$ cat config.mk
export PLATFORM = sky130hd
export DESIGN_NAME = eater_core_p_flat
export DESIGN_NICKNAME = d
export VERILOG_FILES = /design/src/rtl/eater_core_p_if.sv /design/src/rtl/eater_core_p.sv /design/src/flat_wrapper.sv
export SDC_FILE = /design/constraint.sdc
export NUM_CORES = 1
export LEC_CHECK = 0
export BUFFER_PORTS_ARGS = -buffer_cell sky130_fd_sc_hd__buf_4
export CAP_MARGIN = 10
export CORE_MARGIN = 5
export CORE_UTILIZATION = 30
export CTS_BUF_LIST = sky130_fd_sc_hd__clkbuf_2 sky130_fd_sc_hd__clkbuf_4 sky130_fd_sc_hd__clkbuf_8
export DETAILED_ROUTE_END_ITERATION = 8
export GPL_ROUTABILITY_DRIVEN = 0
export GPL_TIMING_DRIVEN = 0
export PLACE_DENSITY = 0.56
export SLEW_MARGIN = 20
export SYNTH_ARGS = -nofsm -noshare
export SYNTH_HDL_FRONTEND = slang
export SYNTH_SLANG_ARGS = --single-unit
$ cat constraint.sdc
create_clock -name clk -period 2.9 [get_ports clk]
set_input_delay 0.58 -clock clk [delete_from_list [all_inputs] [get_ports clk]]
set_output_delay 0.58 -clock clk [all_outputs]
set_load 0.01 [all_outputs]
$ cat src/rtl/eater_core_p_if.sv
// Host-side bus of the eater_core_p core.
//   prog_we / prog_addr / prog_data : program-load write request from the host
//   prog_ready                      : the write was taken on this cycle
//   out_data / out_valid            : OUT channel, out_valid is a one-clk strobe
// master = host / display side, slave = the core.
interface eater_core_p_if #(
    parameter int DATA_W = 8,
    parameter int ADDR_W = 4
);
    logic              prog_we;
    logic [ADDR_W-1:0] prog_addr;
    logic [DATA_W-1:0] prog_data;
    logic              prog_ready;
    logic [DATA_W-1:0] out_data;
    logic              out_valid;

    modport master (
        output prog_we, prog_addr, prog_data,
        input  prog_ready, out_data, out_valid
    );

    modport slave (
        input  prog_we, prog_addr, prog_data,
        output prog_ready, out_data, out_valid
    );
endinterface

$ cat src/rtl/eater_core_p.sv
// eater_core_p: parametrised single-bus breadboard-style CPU core.
// A, B, IR, PC, MAR, carry/zero flags, program RAM and a microstep
// sequencer whose instruction length varies per opcode (the step counter
// returns to T0 on the instruction's last microstep).
// Ports:
//   clk, clr          clock and synchronous active-high clear
//   cont_enable       advance one microstep every clock
//   manual_pulse      single-step request when cont_enable is low
//   bus (slave)       host program-load port and OUT channel
//   halted, pc, step  core status
//   cf, zf            ALU flags (updated only by ADD/SUB)
module eater_core_p #(
    parameter int DATA_W    = 8,
    parameter int ADDR_W    = 4,
    parameter int RAM_DEPTH = 2**ADDR_W
) (
    input  logic              clk,
    input  logic              clr,
    input  logic              cont_enable,
    input  logic              manual_pulse,
    eater_core_p_if.slave     bus,
    output logic              halted,
    output logic [ADDR_W-1:0] pc,
    output logic [2:0]        step,
    output logic              cf,
    output logic              zf
);
    localparam logic [3:0] OP_LDA = 4'd1;
    localparam logic [3:0] OP_ADD = 4'd2;
    localparam logic [3:0] OP_SUB = 4'd3;
    localparam logic [3:0] OP_STA = 4'd4;
    localparam logic [3:0] OP_LDI = 4'd5;
    localparam logic [3:0] OP_JMP = 4'd6;
    localparam logic [3:0] OP_JC  = 4'd7;
    localparam logic [3:0] OP_JZ  = 4'd8;
    localparam logic [3:0] OP_OUT = 4'd14;
    localparam logic [3:0] OP_HLT = 4'd15;

    typedef enum logic [2:0] {T0, T1, T2, T3, T4} step_t;

    // Program/data memory. The read is asynchronous: T1 and T3 consume the
    // word addressed by MAR on the same edge they execute, so a registered
    // read would cost an extra microstep per access.
    logic [DATA_W-1:0] ram [RAM_DEPTH];

    logic [DATA_W-1:0] a_reg, b_reg, ir_reg, out_data_reg;
    logic [ADDR_W-1:0] mar_reg, pc_reg;
    step_t             step_reg;
    logic              cf_reg, zf_reg, out_valid_reg, halted_reg;

    logic              adv, host_wr, sta_wr, is_last, is_sub;
    logic [DATA_W-1:0] ram_rd;
    logic [3:0]        ir_op, cur_op;
    logic [ADDR_W-1:0] opnd;
    logic [DATA_W-1:0] opnd_ext;
    step_t             last_step;
    logic [DATA_W:0]   alu_sum;

    assign adv      = ~halted_reg & (cont_enable | manual_pulse);
    // The host only gets the RAM on cycles the core does not advance, so
    // host and STA writes never collide.
    assign host_wr  = bus.prog_we & ~adv;
    // clr must not let a half-finished STA reach memory.
    assign sta_wr   = adv & ~clr & (step_reg == T3) & (ir_op == OP_STA);

    assign ram_rd   = ram[mar_reg];
    assign ir_op    = ir_reg[DATA_W-1 -: 4];
    assign opnd     = ir_reg[ADDR_W-1:0];
    assign opnd_ext = {{(DATA_W-ADDR_W){1'b0}}, opnd};

    // During T1 the instruction is only just being fetched, so its length
    // has to be decoded from the RAM word rather than from IR (this is what
    // lets NOP finish at T1).
    assign cur_op = (step_reg == T1) ? ram_rd[DATA_W-1 -: 4] : ir_op;

    always_comb begin
        last_step = T1;
        case (cur_op)
            OP_LDA, OP_STA:                         last_step = T3;
            OP_ADD, OP_SUB:                         last_step = T4;
            OP_LDI, OP_JMP, OP_JC, OP_JZ,
            OP_OUT, OP_HLT:                         last_step = T2;
            default:                                last_step = T1;
        endcase
    end

    assign is_last = (step_reg == last_step);

    // SUB is A + ~B + 1, so the carry out doubles as "no borrow".
    assign is_sub  = (ir_op == OP_SUB);
    assign alu_sum = {1'b0, a_reg} + {1'b0, (is_sub ? ~b_reg : b_reg)}
                   + {{DATA_W{1'b0}}, is_sub};

    always_ff @(posedge clk) begin
        if (sta_wr) begin
            ram[mar_reg] <= a_reg;
        end else if (host_wr) begin
            ram[bus.prog_addr] <= bus.prog_data;
        end
    end

    always_ff @(posedge clk) begin
        if (clr) begin
            a_reg         <= '0;
            b_reg         <= '0;
            ir_reg        <= '0;
            mar_reg       <= '0;
            pc_reg        <= '0;
            step_reg      <= T0;
            cf_reg        <= 1'b0;
            zf_reg        <= 1'b0;
            out_data_reg  <= '0;
            out_valid_reg <= 1'b0;
            halted_reg    <= 1'b0;
        end else begin
            out_valid_reg <= 1'b0;
            if (adv) begin
                step_reg <= is_last ? T0 : step_t'(step_reg + 3'd1);
                case (step_reg)
                    T0: mar_reg <= pc_reg;
                    T1: begin
                        ir_reg <= ram_rd;
                        pc_reg <= pc_reg + ADDR_W'(1);
                    end
                    T2: begin
                        case (ir_op)
                            OP_LDA, OP_ADD, OP_SUB, OP_STA: mar_reg <= opnd;
                            OP_LDI: a_reg  <= opnd_ext;
                            OP_JMP: pc_reg <= opnd;
                            OP_JC:  if (cf_reg) pc_reg <= opnd;
                            OP_JZ:  if (zf_reg) pc_reg <= opnd;
                            OP_OUT: begin
                                out_data_reg  <= a_reg;
                                out_valid_reg <= 1'b1;
                            end
                            OP_HLT: halted_reg <= 1'b1;
                            default: ;
                        endcase
                    end
                    T3: begin
                        case (ir_op)
                            OP_LDA:         a_reg <= ram_rd;
                            OP_ADD, OP_SUB: b_reg <= ram_rd;
                            default: ;
                        endcase
                    end
                    T4: begin
                        if (ir_op == OP_ADD || ir_op == OP_SUB) begin
                            {cf_reg, a_reg} <= alu_sum;
                            zf_reg          <= (alu_sum[DATA_W-1:0] == '0);
                        end
                    end
                    default: ;
                endcase
            end
        end
    end

    assign bus.prog_ready = host_wr;
    assign bus.out_data   = out_data_reg;
    assign bus.out_valid  = out_valid_reg;
    assign halted         = halted_reg;
    assign pc             = pc_reg;
    assign step           = step_reg;
    assign cf             = cf_reg;
    assign zf             = zf_reg;
endmodule

$ cat src/flat_wrapper.sv
// flat-port wrapper written by rule: the top's interface ports become plain ports
module eater_core_p_flat 
#(
    parameter int DATA_W    = 8,
    parameter int ADDR_W    = 4,
    parameter int RAM_DEPTH = 2**ADDR_W
)
  (clk, clr, cont_enable, manual_pulse, halted, pc, step, cf, zf, bus_prog_we, bus_prog_addr, bus_prog_data, bus_prog_ready, bus_out_data, bus_out_valid);
  eater_core_p_if #(.DATA_W(DATA_W), .ADDR_W(ADDR_W)) bus_i ();
  input  logic clk;
  input  logic clr;
  input  logic cont_enable;
  input  logic manual_pulse;
  output logic halted;
  output logic [ADDR_W-1:0] pc;
  output logic [2:0] step;
  output logic cf;
  output logic zf;
  input wire logic [$bits(bus_i.prog_we)-1:0] bus_prog_we;
  input wire logic [$bits(bus_i.prog_addr)-1:0] bus_prog_addr;
  input wire logic [$bits(bus_i.prog_data)-1:0] bus_prog_data;
  output wire logic [$bits(bus_i.prog_ready)-1:0] bus_prog_ready;
  output wire logic [$bits(bus_i.out_data)-1:0] bus_out_data;
  output wire logic [$bits(bus_i.out_valid)-1:0] bus_out_valid;
  assign bus_i.prog_we = bus_prog_we;
  assign bus_i.prog_addr = bus_prog_addr;
  assign bus_i.prog_data = bus_prog_data;
  assign bus_prog_ready = bus_i.prog_ready;
  assign bus_out_data = bus_i.out_data;
  assign bus_out_valid = bus_i.out_valid;
  eater_core_p #(.DATA_W(DATA_W), .ADDR_W(ADDR_W), .RAM_DEPTH(RAM_DEPTH)) u_core (.clk(clk), .clr(clr), .cont_enable(cont_enable), .manual_pulse(manual_pulse), .bus(bus_i), .halted(halted), .pc(pc), .step(step), .cf(cf), .zf(zf));
endmodule
==> impl_metrics.json, run 1 <==
{
  "num_io_pins": 37,
  "start_util_pct": 30.6,
  "synth_cells": 598,
  "nNetsFinal": 713,
  "cts_tree": "yes",
  "largest_register_ffs": 128,
  "htreeDepth": 4,
  "die_y_um": 173,
  "worstPathRequired_ns": 3.29,
  "dp_cells": 969,
  "first_iter_violations": 292,
  "drt_first_pass_iters": 5,
  "endpoint_kind": "flip-flop",
  "cts.root.buffer_cell": "clkbuf_8",
  "die_w_um": 173,
  "instances_no_fill": 1029,
  "cts_made_buffers": 17,
  "finClkSkew_ns": 0.0180,
  "tightest_slew_ns": 1.08,
  "gr-total-overflow": 0,
  "finalHoldViolCount": 0,
  "rows": 59,
  "wl_per_cell_um": 20.1,
  "cp.arrival_ns": 3.31,
  "max_slew_margin_pct": 27.8,
  "yosysMostFrequentCell": "edfxtp_1",
  "dieArea_um2": 30000,
  "fmax_mhz": 342,
  "setup_violations": 1,
  "drv_slew": 0,
  "drcViolationCount": 0,
  "synth_seq_cells": 179,
  "synth_ff_type": "edfxtp_1",
  "syn2layout_area_growth_pct": 21.1,
  "cts_hold_buf": 0,
  "period_needed_ns": 2.92,
  "power_density_nw_per_um2": 721,
  "drt_wl_total_um": 20600,
  "fin_crit_sh_pct": 101,
  "peakVddDrop_mv": 0.332,
  "path_class": "flip-flop to flip-flop",
  "grt_pass1_vias": 5157,
  "vias_per_cell": 5.03,
  "setup_slack_ns": -0.0236,
  "ys_warn_count": 0,
  "path_clk_slew_ns": 0.10,
  "dpl.hpwl_um": 13800,
  "synth_seq_area_share_pct": 60.9,
  "vias": 5175,
  "antenna_found_initial": 0,
  "clock_latency_ns": 0.46,
  "nFillCells": 2495,
  "synth_common_cells": "128 x edfxtp_1, 66 x nor2_1, 64 x nand2_1",
  "rsz0062_at_grt": "true",
  "coreArea_um2": 26100,
  "drive_gt1_share_pct": 28.5,
  "synth_top_area_cell": "edfxtp_1",
  "status": "finished with violations",
  "synthesis.area_um2": 7990,
  "antenna_cells": 0,
  "synth_edf_count": 128,
  "violations": "setup timing",
  "syn_area_per_cell_um2": 13.4,
  "grt_pass1_wl_um": 31400,
  "synth_cell_type_count": 63,
  "clock_path_buffers": 2,
  "holdWs_ns": 0.451,
  "gr-usage-all-layers_pct": 13.6,
  "cap_violations": 0,
  "port_buffers": 36,
  "async_flop_share_pct": 0,
  "hold_path.class": "input port to flip-flop",
  "yosysTopAreaCellShare_pct": 48.1,
  "synth_top_cells_by_area": "edfxtp_1 48%, dfxtp_1 13%, mux4_2 9.9%",
  "synth_fp_nets": 629,
  "power.leakage_uw": 0.00339,
  "postRouteAntennaNets": 0,
  "critPathLaunchType": "flip-flop",
  "crit_fanout": 6,
  "clock_sinks": 179,
  "grt_max_degree": 17,
  "largest-register": "u_core.ram"
}
[stage by stage]
step | instance area, um^2 | util (%) | setup TNS (ns) | total power [uW] | worst slack (ns)
global route | 9680 | 37.0 | -0.156 | 7300 | -0.142
finish | 9680 | 37.0 | -0.0236 | 6970 | -0.0236
detailed placement | 8690 | 33.2 | -102.99 | 5030 | -0.827
floorplan | 7990 | - | 0 | 4470 | 0.0311
global placement | 8680 | 33.2 | -99.84 | 5020 | -0.844
CTS | 9480 | 36.3 | -0.0712 | 6880 | -0.0712
[power by group]
part / total, uW / leakage (uW) / switching, uW / internal, uW
combinational: 2210 / 0.00159 / 1240 / 970
sequential: 3010 / 0.00160 / 151 / 2860
clock: 1750 / 0.000200 / 947 / 800
[layer usage]
layer  up-vias  part of all wire [%]  routed length (um)  GRT usage [%]
met2       127                    50               10200           23.2
met4         0                   2.7                 552           4.72
met1      2575                    43                8870           17.4
li1       2441                     -                   -              -
met3        32                   4.8                 992           2.79
met5         -                     0                   0              0
[worst max-delay path, stage by stage (launching register included)]
cell and delay (ns):
dfxtp_2 0.34, buf_8 0.12, nor4bb_4 0.16, buf_6 0.14
mux2_4 0.29, fa_2 0.39, a21o_1 0.20, a21oi_2 0.17
o21bai_1 0.11, a21oi_2 0.18, xor2_1 0.20, nand3_1 0.11
or3_4 0.35, a21oi_2 0.11
[kinds of logic (layout without fill, tap and decap cells)]
logic type / count (synthesis) / in the layout / synth area share (%)
adder cells (fa/ha/maj): 14 / 14 / 2.29
XOR/XNOR: 15 / 15 / 1.64
AND/OR/NAND/NOR: 198 / 198 / 11.6
multiplexers: 62 / 62 / 13.5
buffers and inverters: 38 / 134 / 2.18
AO/OA/AOI/OAI: 92 / 92 / 7.91
flip-flops: 179 / 179 / 60.9
[worst paths after layout]
path | slack [ns] | from | to | depth (start not counted)
min reg2reg | 0.48 | u_core.ir_reg[3]$_SDFFE_PP0P_ | u_core.ir_reg[3]$_SDFFE_PP0P_ | 2
max reg2reg | -0.02 | u_core.ir_reg[4]$_SDFFE_PP0P_ | u_core.zf$_SDFFE_PP0P_ | 13
max | -0.02 | u_core.ir_reg[4]$_SDFFE_PP0P_ | u_core.zf$_SDFFE_PP0P_ | 13
min | 0.45 | clr | u_core.step[0]$_SDFFE_PP0P_ | 3
[cells in the final DEF, fill, tap and decap left out, types with 6 or more instances in the layout]
cell type / instances
clkbuf_1: 11
nor3_1: 11
nor3b_1: 11
dfxtp_2: 6
buf_4: 64
edfxtp_1: 128
nand3_1: 12
nor2_4: 16
nand2_1: 64
xor2_1: 9
nor2_1: 50
ha_1: 13
a21oi_1: 26
nor2b_1: 7
inv_1: 9
mux4_2: 35
dfxtp_1: 45
clkbuf_8: 17
a21o_1: 6
mux2i_1: 20
[cell type report]
type                            instances  area, um^2  area share (%)
Inverter                                9        33.8           0.349
Timing Repair Buffer                   68         573            5.92
Buffer                                 26         170            1.76
Sequential cell                       179        4870            50.4
Clock inverter                         12         145            1.50
Multi-Input combinational cell        381        3210            33.2
Tap cell                              335         419            4.33
Clock buffer                           19         249            2.57
[timing repair]
| item | in CTS | in global routing |
|---|---|---|
| resized for setup | 50 | 35 |
| pin swaps | 17 | 17 |
| setup endpoints to repair | 140 | 140 |
| buffers inserted | 23 | 9 |
(Power assumes the default switching activity.)
==> run 2: changes to the inputs <==
--- a/config.mk
+++ b/config.mk
@@ -8,13 +8,11 @@
 export BUFFER_PORTS_ARGS = -buffer_cell sky130_fd_sc_hd__buf_4
 export CAP_MARGIN = 10
 export CORE_MARGIN = 5
-export CORE_UTILIZATION = 30
+export CORE_UTILIZATION = 57
 export CTS_BUF_LIST = sky130_fd_sc_hd__clkbuf_2 sky130_fd_sc_hd__clkbuf_4 sky130_fd_sc_hd__clkbuf_8
 export DETAILED_ROUTE_END_ITERATION = 8
 export GPL_ROUTABILITY_DRIVEN = 0
-export GPL_TIMING_DRIVEN = 0
-export PLACE_DENSITY = 0.56
-export SLEW_MARGIN = 20
+export PLACE_DENSITY = 0.88
 export SYNTH_ARGS = -nofsm -noshare
 export SYNTH_HDL_FRONTEND = slang
 export SYNTH_SLANG_ARGS = --single-unit
==> run 2 against run 1 <==
Compared with the run above:
- die area fell by 45%
- global-route usage grew 11 points
- clock skew is 0.0032 ns lower
- critical path depth decreased by 4
- the run now ends clean
- first-iteration DRC count grew to 3.2 times the previous value
- via count rose by 7.8%
- sequential power hardly changed
- worst hold slack improved by 0.043 ns
- core utilization increased by 29 points
- final cell count down 17%
- register-to-register slack better by 0.03 ns
- combinational power increased by 2%
==> impl_metrics.json, run 2 (synthesis gave the netlist of run 1 again) <==
{
  "hold_path.class": "flip-flop to flip-flop",
  "tightest_slew_ns": 1.06,
  "grt_max_degree": 51,
  "instances_no_fill": 853,
  "clock_latency_ns": 0.47,
  "endpoint_kind": "flip-flop",
  "cts_tree": "yes",
  "power_density_nw_per_um2": 765,
  "drt_first_pass_iters": 7,
  "dpl.hpwl_um": 13500,
  "antenna_found_initial": 0,
  "start_util_pct": 57.8,
  "cp.arrival_ns": 3.25,
  "grt_pass1_vias": 5323,
  "antenna_cells": 0,
  "peakVddDrop_mv": 0.413,
  "fin_crit_sh_pct": 99.8,
  "setup_violations": 0,
  "worstPathRequired_ns": 3.25,
  "drt_wl_total_um": 20000,
  "vias_per_cell": 6.54,
  "vias": 5579,
  "cts.root.buffer_cell": "clkbuf_8",
  "finClkSkew_ns": 0.0148,
  "mostFrequentLayoutCells": "128 x edfxtp_1, 69 x buf_4, 66 x nor2_1",
  "power.leakage_uw": 0.00330,
  "gr-usage-all-layers_pct": 24.1,
  "crit_fanout": 10,
  "coreArea_um2": 13800,
  "stdcell_area_um2": 9170,
  "largest_register_ffs": 128,
  "nNetsFinal": 691,
  "clock_sinks": 179,
  "grt_pass1_wl_um": 29700,
  "holdWs_ns": 0.494,
  "rows": 43,
  "status": "finished clean",
  "finalHoldViolCount": 0,
  "cap_violations": 0,
  "post_dp_cell_area_um2": 8620,
  "syn2layout_area_growth_pct": 14.7,
  "die_y_um": 128,
  "cts_made_buffers": 17,
  "fmax_mhz": 346,
  "period_needed_ns": 2.89,
  "die_w_um": 128,
  "largest-register": "u_core.ram",
  "path_class": "flip-flop to flip-flop",
  "wl_per_cell_um": 23.5,
  "dieArea_um2": 16500,
  "drive_gt1_share_pct": 24.2,
  "htreeDepth": 4,
  "dp_cells": 818,
  "max_slew_margin_pct": 28.9,
  "first_iter_violations": 921,
  "drcViolationCount": 0,
  "port_buffers": 36,
  "critPathLaunchType": "flip-flop",
  "drv_slew": 0,
  "finalSetupTns_ns": 0,
  "path_clk_slew_ns": 0.09,
  "num_io_pins": 37,
  "clock_path_buffers": 2,
  "final_common_cell": "edfxtp_1",
  "gr-total-overflow": 0,
  "postRouteAntennaNets": 0
}
-- run 2: cell count changes in the layout (fill, tap and decap cells not counted), moves of 4 or more --
cell | previous run | this run
buf_12 | 5 | 1
buf_4 | 64 | 69
clkbuf_1 | 11 | 0
clkbuf_2 | 5 | 0
clkbuf_8 | 17 | 21
dfxtp_2 | 6 | 1
nor2_1 | 50 | 66
nor2_4 | 16 | 0
o21ai_0 | 5 | 9
o21ai_1 | 4 | 0
-- run 2: stage by stage --
stage	total power, uW	setup WS, ns	utilization (%)
floorplan	4470	0.0311	-
global placement	4970	0.00806	62.3
detailed placement	5060	-0.0343	62.3
CTS	6790	0.0204	65.5
global route	7270	-0.0918	66.3
finish	7010	0.00639	66.3
-- run 2: final timing paths --
kind	from	to	slack (ns)	cells past startpoint
worst max-delay path	flip-flop	u_core.step[1]$_SDFFE_PP0P_	0.006	9
worst max register to register	flip-flop	u_core.step[1]$_SDFFE_PP0P_	0.006	9
worst min register to register	u_core.zf$_SDFFE_PP0P_	u_core.zf$_SDFFE_PP0P_	0.49	2
worst min-delay path	u_core.zf$_SDFFE_PP0P_	u_core.zf$_SDFFE_PP0P_	0.49	2
-- run 2: cell type report --
type / count / area, um^2
flip-flops and latches: 179 / 4870
fillers: 922 / 4660
multi-input cells: 381 / 3060
repair buffers: 72 / 561
clock buffers: 24 / 312
well taps: 180 / 225
clock inverters: 8 / 98.8
inverters: 9 / 33.8
-- run 2: worst max-delay path: stages (launching register included) --
cell,delay (ns)
dfxtp_4,0.39
buf_6,0.18
mux4_2,0.58
mux2i_4,0.22
a221o_1,0.28
xnor2_1,0.19
a32oi_1,0.12
o2bb2ai_1,0.17
or3_1,0.39
a32o_1,0.26
-- run 2: routing by layer --
metal | track usage [%] | part of all wire (%) | vias to the layer above
met4 | 7.55 | 2.7 | 0
met2 | 38.3 | 49 | 364
met1 | 33.0 | 38 | 2763
met3 | 6.48 | 11 | 53
li1 | - | - | 2399
met5 | 0 | 0 | -
-- run 2: what timing repair did --
item	in CTS	in global routing
buffers inserted	2	1
pin swaps	1	11
hold buffers	0	0
setup endpoints to repair	2	6
cloned	0	0
gates resized for setup	3	23
-- run 2: power breakdown --
part           leakage [uW]  switching [uW]  internal, uW
combinational       0.00149            1260           983
clock              0.000213             858           885
sequential          0.00160             161          2860
